<file path="src/rtl/uproc_pkg.sv">
// Shared types and helpers for the uProcessor register file.
package uproc_pkg;

   localparam int DATA_W_DEF   = 8;
   localparam int NUM_REGS_DEF = 4;

   typedef logic [DATA_W_DEF-1:0] word_t;

   // An address is valid only below NUM_REGS; non-power-of-2 files have holes.
   function automatic logic is_valid_addr(input int unsigned addr, input int unsigned num_regs);
      return (addr < num_regs);
   endfunction

endpackage

</file>
<file path="src/rtl/reg_scoreboard.sv">
// Per-register busy tracking and hazard stall for the issue stage.
module reg_scoreboard
   import uproc_pkg::*;
#(
   parameter int NUM_REGS = NUM_REGS_DEF,
   parameter int ADDR_W   = $clog2(NUM_REGS_DEF),
   parameter bit ZERO_REG = 1'b0
) (
   input  logic                clk,
   input  logic                nReset,
   input  logic                wr_en,
   input  logic [ADDR_W-1:0]   wr_addr,
   input  logic [ADDR_W-1:0]   rd_a_addr,
   input  logic                rd_a_use,
   input  logic [ADDR_W-1:0]   rd_b_addr,
   input  logic                rd_b_use,
   input  logic                issue_en,
   input  logic [ADDR_W-1:0]   issue_addr,
   output logic                stall,
   output logic [NUM_REGS-1:0] busy_vec
);

   logic [NUM_REGS-1:0] busy_q;
   logic [NUM_REGS-1:0] busy_d;
   logic [NUM_REGS-1:0] beff;
   logic [NUM_REGS-1:0] clr_vec;
   logic [NUM_REGS-1:0] set_vec;
   logic                a_busy;
   logic                b_busy;
   logic                d_busy;
   logic                issue_ok;

   // A same-cycle writeback frees the register; a same-cycle accepted issue re-arms it.
   for (genvar gi = 0; gi < NUM_REGS; gi++) begin : g_busy
      localparam bit IS_ZERO = ZERO_REG && (gi == 0);
      assign clr_vec[gi] = wr_en && (wr_addr == ADDR_W'(gi));
      assign beff[gi]    = busy_q[gi] & ~clr_vec[gi];
      assign set_vec[gi] = issue_ok && (issue_addr == ADDR_W'(gi)) && !IS_ZERO;
      assign busy_d[gi]  = IS_ZERO ? 1'b0 : (set_vec[gi] | beff[gi]);
   end

   always_comb begin
      a_busy = 1'b0;
      b_busy = 1'b0;
      d_busy = 1'b0;
      for (int i = 0; i < NUM_REGS; i++) begin
         if (rd_a_addr == ADDR_W'(i))  a_busy = beff[i];
         if (rd_b_addr == ADDR_W'(i))  b_busy = beff[i];
         if (issue_addr == ADDR_W'(i)) d_busy = beff[i];
      end
      stall = nReset & issue_en & ((rd_a_use & a_busy) | (rd_b_use & b_busy) | d_busy);
   end

   assign issue_ok = nReset & issue_en & ~stall & is_valid_addr(32'(issue_addr), NUM_REGS);

   always_ff @(posedge clk) begin
      if (!nReset) busy_q <= '0;
      else         busy_q <= busy_d;
   end

   assign busy_vec = busy_q;

endmodule

</file>
<file path="src/rtl/reg_file_scb.sv">
// Binary-addressed register file: one write port, two combinational read
// ports with write-through bypass, plus the busy scoreboard.
module reg_file_scb
   import uproc_pkg::*;
#(
   parameter int   DATA_W   = DATA_W_DEF,
   parameter int   NUM_REGS = NUM_REGS_DEF,
   parameter bit   ZERO_REG = 1'b0,
   localparam int  ADDR_W   = $clog2(NUM_REGS)
) (
   input  logic                clk,
   input  logic                nReset,
   input  logic                wr_en,
   input  logic [ADDR_W-1:0]   wr_addr,
   input  logic [DATA_W-1:0]   wr_data,
   input  logic [ADDR_W-1:0]   rd_a_addr,
   input  logic                rd_a_use,
   output logic [DATA_W-1:0]   rd_a_data,
   input  logic [ADDR_W-1:0]   rd_b_addr,
   input  logic                rd_b_use,
   output logic [DATA_W-1:0]   rd_b_data,
   input  logic                issue_en,
   input  logic [ADDR_W-1:0]   issue_addr,
   output logic                stall,
   output logic [NUM_REGS-1:0] busy_vec
);

   logic [DATA_W-1:0]   regs_q [NUM_REGS];
   logic [NUM_REGS-1:0] wr_hit;

   // wr_hit also drives the bypass, so a write ignored by reset or r0 is never forwarded.
   for (genvar gi = 0; gi < NUM_REGS; gi++) begin : g_wr_dec
      localparam bit IS_ZERO = ZERO_REG && (gi == 0);
      assign wr_hit[gi] = nReset && wr_en && (wr_addr == ADDR_W'(gi)) && !IS_ZERO;
   end

   always_ff @(posedge clk) begin
      for (int i = 0; i < NUM_REGS; i++) begin
         if (!nReset)        regs_q[i] <= '0;
         else if (wr_hit[i]) regs_q[i] <= wr_data;
      end
   end

   always_comb begin
      rd_a_data = '0;
      rd_b_data = '0;
      for (int i = 0; i < NUM_REGS; i++) begin
         if (rd_a_addr == ADDR_W'(i)) rd_a_data = wr_hit[i] ? wr_data : regs_q[i];
         if (rd_b_addr == ADDR_W'(i)) rd_b_data = wr_hit[i] ? wr_data : regs_q[i];
      end
   end

   reg_scoreboard #(
      .NUM_REGS (NUM_REGS),
      .ADDR_W   (ADDR_W),
      .ZERO_REG (ZERO_REG)
   ) u_scb (
      .clk        (clk),
      .nReset     (nReset),
      .wr_en      (wr_en),
      .wr_addr    (wr_addr),
      .rd_a_addr  (rd_a_addr),
      .rd_a_use   (rd_a_use),
      .rd_b_addr  (rd_b_addr),
      .rd_b_use   (rd_b_use),
      .issue_en   (issue_en),
      .issue_addr (issue_addr),
      .stall      (stall),
      .busy_vec   (busy_vec)
   );

endmodule

</file>
<file path="config.mk">
export PLATFORM = sky130hd
export DESIGN_NAME = reg_file_scb
export DESIGN_NICKNAME = d
export VERILOG_FILES = /design/src/rtl/uproc_pkg.sv /design/src/rtl/reg_scoreboard.sv /design/src/rtl/reg_file_scb.sv
export SDC_FILE = /design/constraint.sdc
export NUM_CORES = 1
export LEC_CHECK = 0
export CELL_PAD_IN_SITES_DETAIL_PLACEMENT = 1
export CELL_PAD_IN_SITES_GLOBAL_PLACEMENT = 2
export CORE_UTILIZATION = 36
export CTS_CLUSTER_DIAMETER = 200
export CTS_CLUSTER_SIZE = 8
export DETAILED_ROUTE_END_ITERATION = 10
export HOLD_SLACK_MARGIN = 0.06
export PLACE_DENSITY_LB_ADDON = 0.25
export SLEW_MARGIN = 40
export SYNTH_ARGS = -nofsm -noshare
export SYNTH_HDL_FRONTEND = slang
export SYNTH_SLANG_ARGS = --single-unit
</file>
<file path="constraint.sdc">
create_clock -name clk -period 5.38 [get_ports clk]
set_input_delay 1.076 -clock clk [delete_from_list [all_inputs] [get_ports clk]]
set_output_delay 1.076 -clock clk [all_outputs]
set_load 0.005 [all_outputs]
</file>
==> reports/qor.csv, run 1 <==
stage,metric,value,unit
place,I/O Buffers,42,
finish,area grow syn2layout,24.6,%
sta,max frequency,219,MHz
synth,"Top FF cell, synth",edfxtp_1,
flow_run,max cap viols,0,
min_path,Hold Path Depth,2,
sta,number of setup violations in the final report,0,
worst_setup_path,"most used cell, CP",clkdlybuf4s50_1,
power,Reg power frac,0.452,
route,drt total wl,6710,um
worst_setup_path,crit path kind,in -> out,
clocking,CTS sink cnt,36,
route,# DRC,0,
power,P_leak,1.14,nW
die,Initial Utilization,0.374,
synth,Gate Count Post-Synth,220,
power,Final Power,734,uW
synth,Cell variety after synth,32,
min_path,Hold EP,u_scb.busy_vec[1],
sta,Slew @ Worst Pin,899,ps
synth,Avg Inst Size Synth,10.9,sq um
status,status,"finished, final reports clean",
power,Logic pwr share,0.220,
clocking,clk buf depth,2,
die,row cnt,29,
sta,clk_skew,0.105,ps
global_routing,vias in the first global route,1938,
route,1st-iter DRT viols,89,
power,clock network power share,0.327,
worst_setup_path,Reg2Reg Depth,3,
sta,Final Hold Vio Count,0,
clocking,"Reg clk slew, reported paths",70,ps
synth,Async SR Flop Fraction,0,
synth,Post-synth EDFFs,32,
sta,minimum clock period after layout,4580,ps
power,Power Internal,546,uW
finish,n_diodes,0,
synth,"Net Count, Synth",242,
worst_setup_path,R2R Path End,u_scb.busy_vec[0],
synth,Ys Warns,0,
synth,post-synthesis sequential area ratio,0.436,
worst_setup_path,startpoint types,primary input,
worst_setup_path,CP endpoint kind,primary output,
clocking,CTS Root Cell,clkbuf_8,
clocking,clk_lat worst skew,290,ps
route,Detailed Routing Iterations Pass 1,4,
route,Post-DRT Antenna Nets,0,
global_routing,first-pass GRT wire length,10500,um
clocking,CTS buffer count,5,
worst_setup_path,RR Startpoint,u_scb.busy_vec[3],
finish,most frequent cells in the layout,"clkdlybuf4s50_1 (42), mux2i_1 (34), and2_1 (34), a22o_1 (32), edfxtp_1 (32)",
die,Die W,83.4,um
min_path,HP Class,reg -> reg,
power,switching part of the total,0.256,
sta,Final Max Slew Viols,0,
power,Pwr Density,247,nW/um^2
die,Die H,83.4,um
place,GPL Wtd Cong,0.755,
global_routing,total track usage,0.200,
global_routing,antenna violations before repair,0,
sta,fin crit share,0.851,
finish,layout cells sized above 1,0.0623,
worst_setup_path,CP peak stage delay,700,ps
sta,Slew headroom,0.399,
worst_setup_path,Required @ worst endpoint,4300,ps
finish,register area,1040,sq um
die,io pins,43,
sta,RSZ-0062 raised after global routing,false,
synth,Synth Cell Area,2390,sq um
die,Die ar.,6960,sq um
worst_setup_path,r2r setup slk,3740,ps
global_routing,GRT overflow,0,
finish,Final nets,278,
place,DP HPWL,4620,um
worst_setup_path,WP data arrival,3500,ps
worst_setup_path,crit path max-delay cell type,clkdlybuf4s50_1,
route,vias,1915,
finish,"commonest non-fill, non-tap cell in the layout",clkdlybuf4s50_1,
clocking,CTS tree,done,
sta,Setup TNS,0,ps
finish,fillers,705,
finish,multi-input logic area,1270,sq um
route,Routed wire per std cell,20.1,um
min_path,hold path startpoint,u_scb.busy_vec[1],
finish,Final Core Density,0.466,
die,Core Region,6390,sq um
synth,Seq cells post-synth,36,
global_routing,pin count of the biggest net entering global routing,17,
clocking,hold buffers post-CTS,0,
worst_setup_path,CP Max Fanout,12,
power,net switching power,188,uW
clocking,H-tree levels,2,
power,peak supply drop,99.0,uV
clocking,postcts setup bufs,0,
worst_setup_path,worst-path cell chain,clkdlybuf4s50_1 > and4_1 > buf_4 > mux2i_1 > a22o_1 > nor2_1 > clkdlybuf4s50_1,
clocking,cts repair resizes,0,
route,Via-to-Cell Ratio,5.73,
-- cell families (layout without fill, tap and decap cells) --
| logic type | Yosys count | in the layout | synth area share |
|---|---|---|---|
| mux | 35 | 35 | 0.152 |
| simple gates | 86 | 86 | 0.217 |
| flops | 36 | 36 | 0.436 |
| buf+inv | 19 | 56 | 0.0341 |
| compound gates | 41 | 41 | 0.150 |
| xor+xnor | 3 | 3 | 0.0110 |
-- metal layers --
| metal | vias up | global-route usage | part of all wire |
|---|---|---|---|
| met5 | - | 0 | 0 |
| met4 | 0 | 0.102 | 0.031 |
| met3 | 13 | 0.0388 | 0.035 |
| met2 | 49 | 0.331 | 0.50 |
| met1 | 943 | 0.248 | 0.44 |
| li1 | 910 | - | - |
-- worst max path at each step --
stage / from / to / slack, ps / cells past startpoint
after floorplan: wr_en / stall / 2150 / 5
after global placement: wr_addr[1] / rd_a_data[4] / 850 / 6
after detailed placement: wr_addr[1] / rd_b_data[1] / 800 / 6
after CTS: wr_addr[1] / rd_b_data[1] / 800 / 6
after global routing: wr_addr[0] / rd_a_data[4] / 650 / 6
final: wr_addr[1] / rd_b_data[7] / 800 / 7
-- final cells by class --
cell class | instances | share of cell area
Inverter | 2 | 0.00252
Timing Repair Buffer | 46 | 0.151
Tap cell | 77 | 0.0324
Sequential cell | 36 | 0.350
Multi-Input combinational cell | 165 | 0.426
Clock inverter | 3 | 0.0143
Clock buffer | 5 | 0.0231
-- cell usage after synthesis, types with 2 or more instances --
| library cell | number | area (sq um) |
|---|---|---|
| a22o_1 | 32 | 280 |
| edfxtp_1 | 32 | 961 |
| and2_1 | 34 | 213 |
| nand3b_1 | 2 | 15.0 |
| nand2_1 | 4 | 15.0 |
| and4b_1 | 2 | 20.0 |
| nand3_1 | 5 | 25.0 |
| and4_1 | 2 | 17.5 |
| a221o_1 | 2 | 20.0 |
| nand4b_1 | 5 | 43.8 |
| nand2b_1 | 2 | 12.5 |
| o32ai_1 | 2 | 17.5 |
| nor2b_1 | 4 | 25.0 |
| dfxtp_1 | 4 | 80.1 |
| xnor2_1 | 3 | 26.3 |
| buf_2 | 8 | 40.0 |
| o31ai_1 | 2 | 15.0 |
| nor2_1 | 19 | 71.3 |
| clkbuf_1 | 8 | 30.0 |
| nor3b_1 | 2 | 15.0 |
| inv_1 | 2 | 7.51 |
| mux2i_1 | 34 | 340 |
-- metrics by stage --
stage          std cells  area, sq um  hold WS [ps]  worst slack (ps)
6_report             334         2970           524               804
5_1_grt              334         2970           553               647
4_1_cts              334         2970           527               804
3_5_place_dp         326         2860           515               804
3_3_place_gp         326         2860           501               847
2_1_floorplan        220         2390           481              2150
-- power groups by stage --
| stage | registers [mW] | logic [mW] | clock network, mW |
|---|---|---|---|
| finish | 0.332 | 0.162 | 0.240 |
| CTS | 0.332 | 0.163 | 0.243 |
| floorplan | 0.336 | 0.0821 | 0 |
| global placement | 0.337 | 0.160 | 0 |
| global route | 0.334 | 0.174 | 0.256 |
| detailed placement | 0.338 | 0.162 | 0 |
-- worst max-delay path: cells and delay by family --
kind,cells,cell delay [ps]
AO/OA/AOI/OAI,1,180
buffers and inverters,3,1380
multiplexers,1,300
AND/OR/NAND/NOR,2,560
-- flip-flops by register name, indices dropped and copies added, names as in the netlist --
signal,count
regs_q,32
u_scb.busy_vec,4
No activity file was read; power rests on OpenSTA's default activity.
==> run 2: changes to the inputs <==
--- a/config.mk
+++ b/config.mk
@@ -6,8 +6,8 @@
 export NUM_CORES = 1
 export LEC_CHECK = 0
 export CELL_PAD_IN_SITES_DETAIL_PLACEMENT = 1
-export CELL_PAD_IN_SITES_GLOBAL_PLACEMENT = 2
-export CORE_UTILIZATION = 36
+export CELL_PAD_IN_SITES_GLOBAL_PLACEMENT = 1
+export CORE_UTILIZATION = 44
 export CTS_CLUSTER_DIAMETER = 200
 export CTS_CLUSTER_SIZE = 8
 export DETAILED_ROUTE_END_ITERATION = 10
==> run 2 against run 1 <==
Flip-flop and latch count unchanged. Setup slack got worse by 76 ps. Hold slack improved by 4.3 ps. Design area decreased by 0.38%. Sequential power about the same. Critical path type unchanged. Highest routed layer unchanged.
==> reports/qor.csv, run 2 (same netlist as run 1, synthesis figures left out) <==
stage,metric,value,unit,change
route,Detailed Routing Iterations Pass 1,4,,unchanged
clocking,H-tree levels,2,,unchanged
sta,Slew headroom,0.461,,was 0.399
sta,Slew @ Worst Pin,807,ps,was 899 ps
sta,Setup TNS,0,ps,unchanged
power,peak supply drop,123,uV,was 99.0 uV
sta,fin crit share,0.865,,was 0.851
power,Reg power frac,0.450,,was 0.452
route,met1 wire length,3120,um,was 2940 um
global_routing,vias in the first global route,1930,,was 1938
power,switching part of the total,0.263,,was 0.256
place,setup slack at placement,735,ps,was 804 ps
finish,Final nets,278,,unchanged
finish,max reg flops,32,,unchanged
clocking,"Reg clk slew, reported paths",80,ps,was 70 ps
die,Die ar.,5720,sq um,was 6960 sq um
flow_run,max cap viols,0,,unchanged
sta,max frequency,215,MHz,was 219 MHz
worst_setup_path,CP Max Fanout,13,,was 12
route,Post-DRT Antenna Nets,0,,unchanged
route,Via-to-Cell Ratio,5.99,,was 5.73
die,Core Region,5170,sq um,was 6390 sq um
die,Initial Utilization,0.462,,was 0.374
route,DR top layer,met4,,unchanged
power,Power Internal,546,uW,about the same
clocking,hold buffers post-CTS,0,,unchanged
clocking,cts repair resizes,0,,unchanged
power,Pwr Density,250,nW/um^2,was 247 nW/um^2
sta,minimum clock period after layout,4650,ps,was 4580 ps
place,I/O Buffers,42,,unchanged
clocking,CTS Root Cell,clkbuf_8,,unchanged
worst_setup_path,startpoint types,primary input,,unchanged
finish,area grow syn2layout,24.1,%,was 24.6%
clocking,clk buf depth,2,,unchanged
finish,most frequent cells in the layout,"clkdlybuf4s50_1 (42), mux2i_1 (34), and2_1 (34), a22o_1 (32), edfxtp_1 (32)",,unchanged
finish,"commonest non-fill, non-tap cell in the layout",clkdlybuf4s50_1,,unchanged
die,io pins,43,,unchanged
sta,Final Hold Vio Count,0,,unchanged
sta,clk_skew,3.51,ps,was 0.105 ps
global_routing,antenna violations before repair,0,,unchanged
clocking,CTS sink cnt,36,,unchanged
sta,number of setup violations in the final report,0,,unchanged
sta,Hold WS,528,ps,was 524 ps
finish,Largest Register,regs_q,,unchanged
global_routing,first-pass GRT wire length,10500,um,about the same
worst_setup_path,Required @ worst endpoint,4300,ps,about the same
route,Routed wire per std cell,21.4,um,was 20.1 um
clocking,postcts setup bufs,0,,unchanged
status,status,"finished, final reports clean",,unchanged
power,Logic pwr share,0.222,,was 0.220
die,Die W,75.7,um,was 83.4 um
finish,fillers,553,,was 705
finish,register area,1040,sq um,unchanged
place,GPL Wtd Cong,0.780,,was 0.755
sta,setup ws final,728,ps,was 804 ps
power,P_leak,1.14,nW,about the same
die,Die H,75.7,um,was 83.4 um
min_path,HP Class,reg -> reg,,unchanged
clocking,CTS buffer count,5,,unchanged
route,drt total wl,6990,um,was 6710 um
worst_setup_path,crit path kind,in -> out,,unchanged
route,# DRC,0,,unchanged
finish,layout cells sized above 1,0.0584,,was 0.0623
place,DP HPWL,4940,um,was 4620 um
global_routing,pin count of the biggest net entering global routing,17,,unchanged
finish,multi-input logic area,1260,sq um,was 1270 sq um
global_routing,total track usage,0.260,,was 0.200
route,vias,1959,,was 1915
power,net switching power,194,uW,was 188 uW
finish,n_diodes,0,,unchanged
worst_setup_path,CP endpoint kind,primary output,,unchanged
route,Met3 Wirelength,250,um,was 233 um
die,row cnt,26,,was 29
sta,Final Max Slew Viols,0,,unchanged
worst_setup_path,WP data arrival,3580,ps,was 3500 ps
finish,Final Core Density,0.573,,was 0.466
clocking,clk_lat worst skew,290,ps,about the same
finish,post-route cell area,2960,sq um,was 2970 sq um
place,DP Area,2850,sq um,was 2860 sq um
clocking,CTS tree,done,,unchanged
global_routing,GRT overflow,0,,unchanged
sta,RSZ-0062 raised after global routing,false,,unchanged
route,1st-iter DRT viols,114,,was 89
route,met2 routed WL,3570,um,was 3320 um
power,clock network power share,0.329,,was 0.327
## run 2: final cells by class
cell class                      instances  share of cell area
Inverter                                2             0.00253
Clock inverter                          3              0.0144
Timing Repair Buffer                   46               0.152
Sequential cell                        36               0.351
Clock buffer                            5              0.0232
Tap cell                               70              0.0296
Multi-Input combinational cell        165               0.427
## run 2: worst paths after layout
kind | from | to | slack (ps) | cells past startpoint
hold / removal | u_scb.busy_vec[1] | u_scb.busy_vec[1] | 530 | 2
hold reg to reg | u_scb.busy_vec[1] | u_scb.busy_vec[1] | 530 | 2
setup / recovery | wr_addr[1] | rd_b_data[6] | 730 | 6
setup reg to reg | u_scb.busy_vec[3] | u_scb.busy_vec[0] | 3690 | 3
## run 2: through the flow
stage / power, mW / std cells
floorplan: 0.418 / 220
global placement: 0.497 / 319
detailed placement: 0.502 / 319
CTS: 0.743 / 327
global route: 0.769 / 327
finish: 0.740 / 327
## run 2: routing by layer
layer,up-vias,track usage
met3,4,0.0384
li1,908,-
met2,45,0.464
met5,-,0
met1,1002,0.333
met4,0,0.0576
## run 2: power by group through the flow
stage	combinational, mW	sequential (mW)	clock [mW]
5_1_grt	0.177	0.334	0.258
2_1_floorplan	0.0821	0.336	0
3_3_place_gp	0.159	0.338	0
4_1_cts	0.164	0.333	0.246
6_report	0.164	0.333	0.243
3_5_place_dp	0.163	0.339	0
## run 2: worst max-delay path, cell delays in order
cell	delay, ps
clkdlybuf4s50_1	730
and4_1	670
mux2i_1	200
a22o_1	230
nor2_1	110
clkdlybuf4s50_1	540
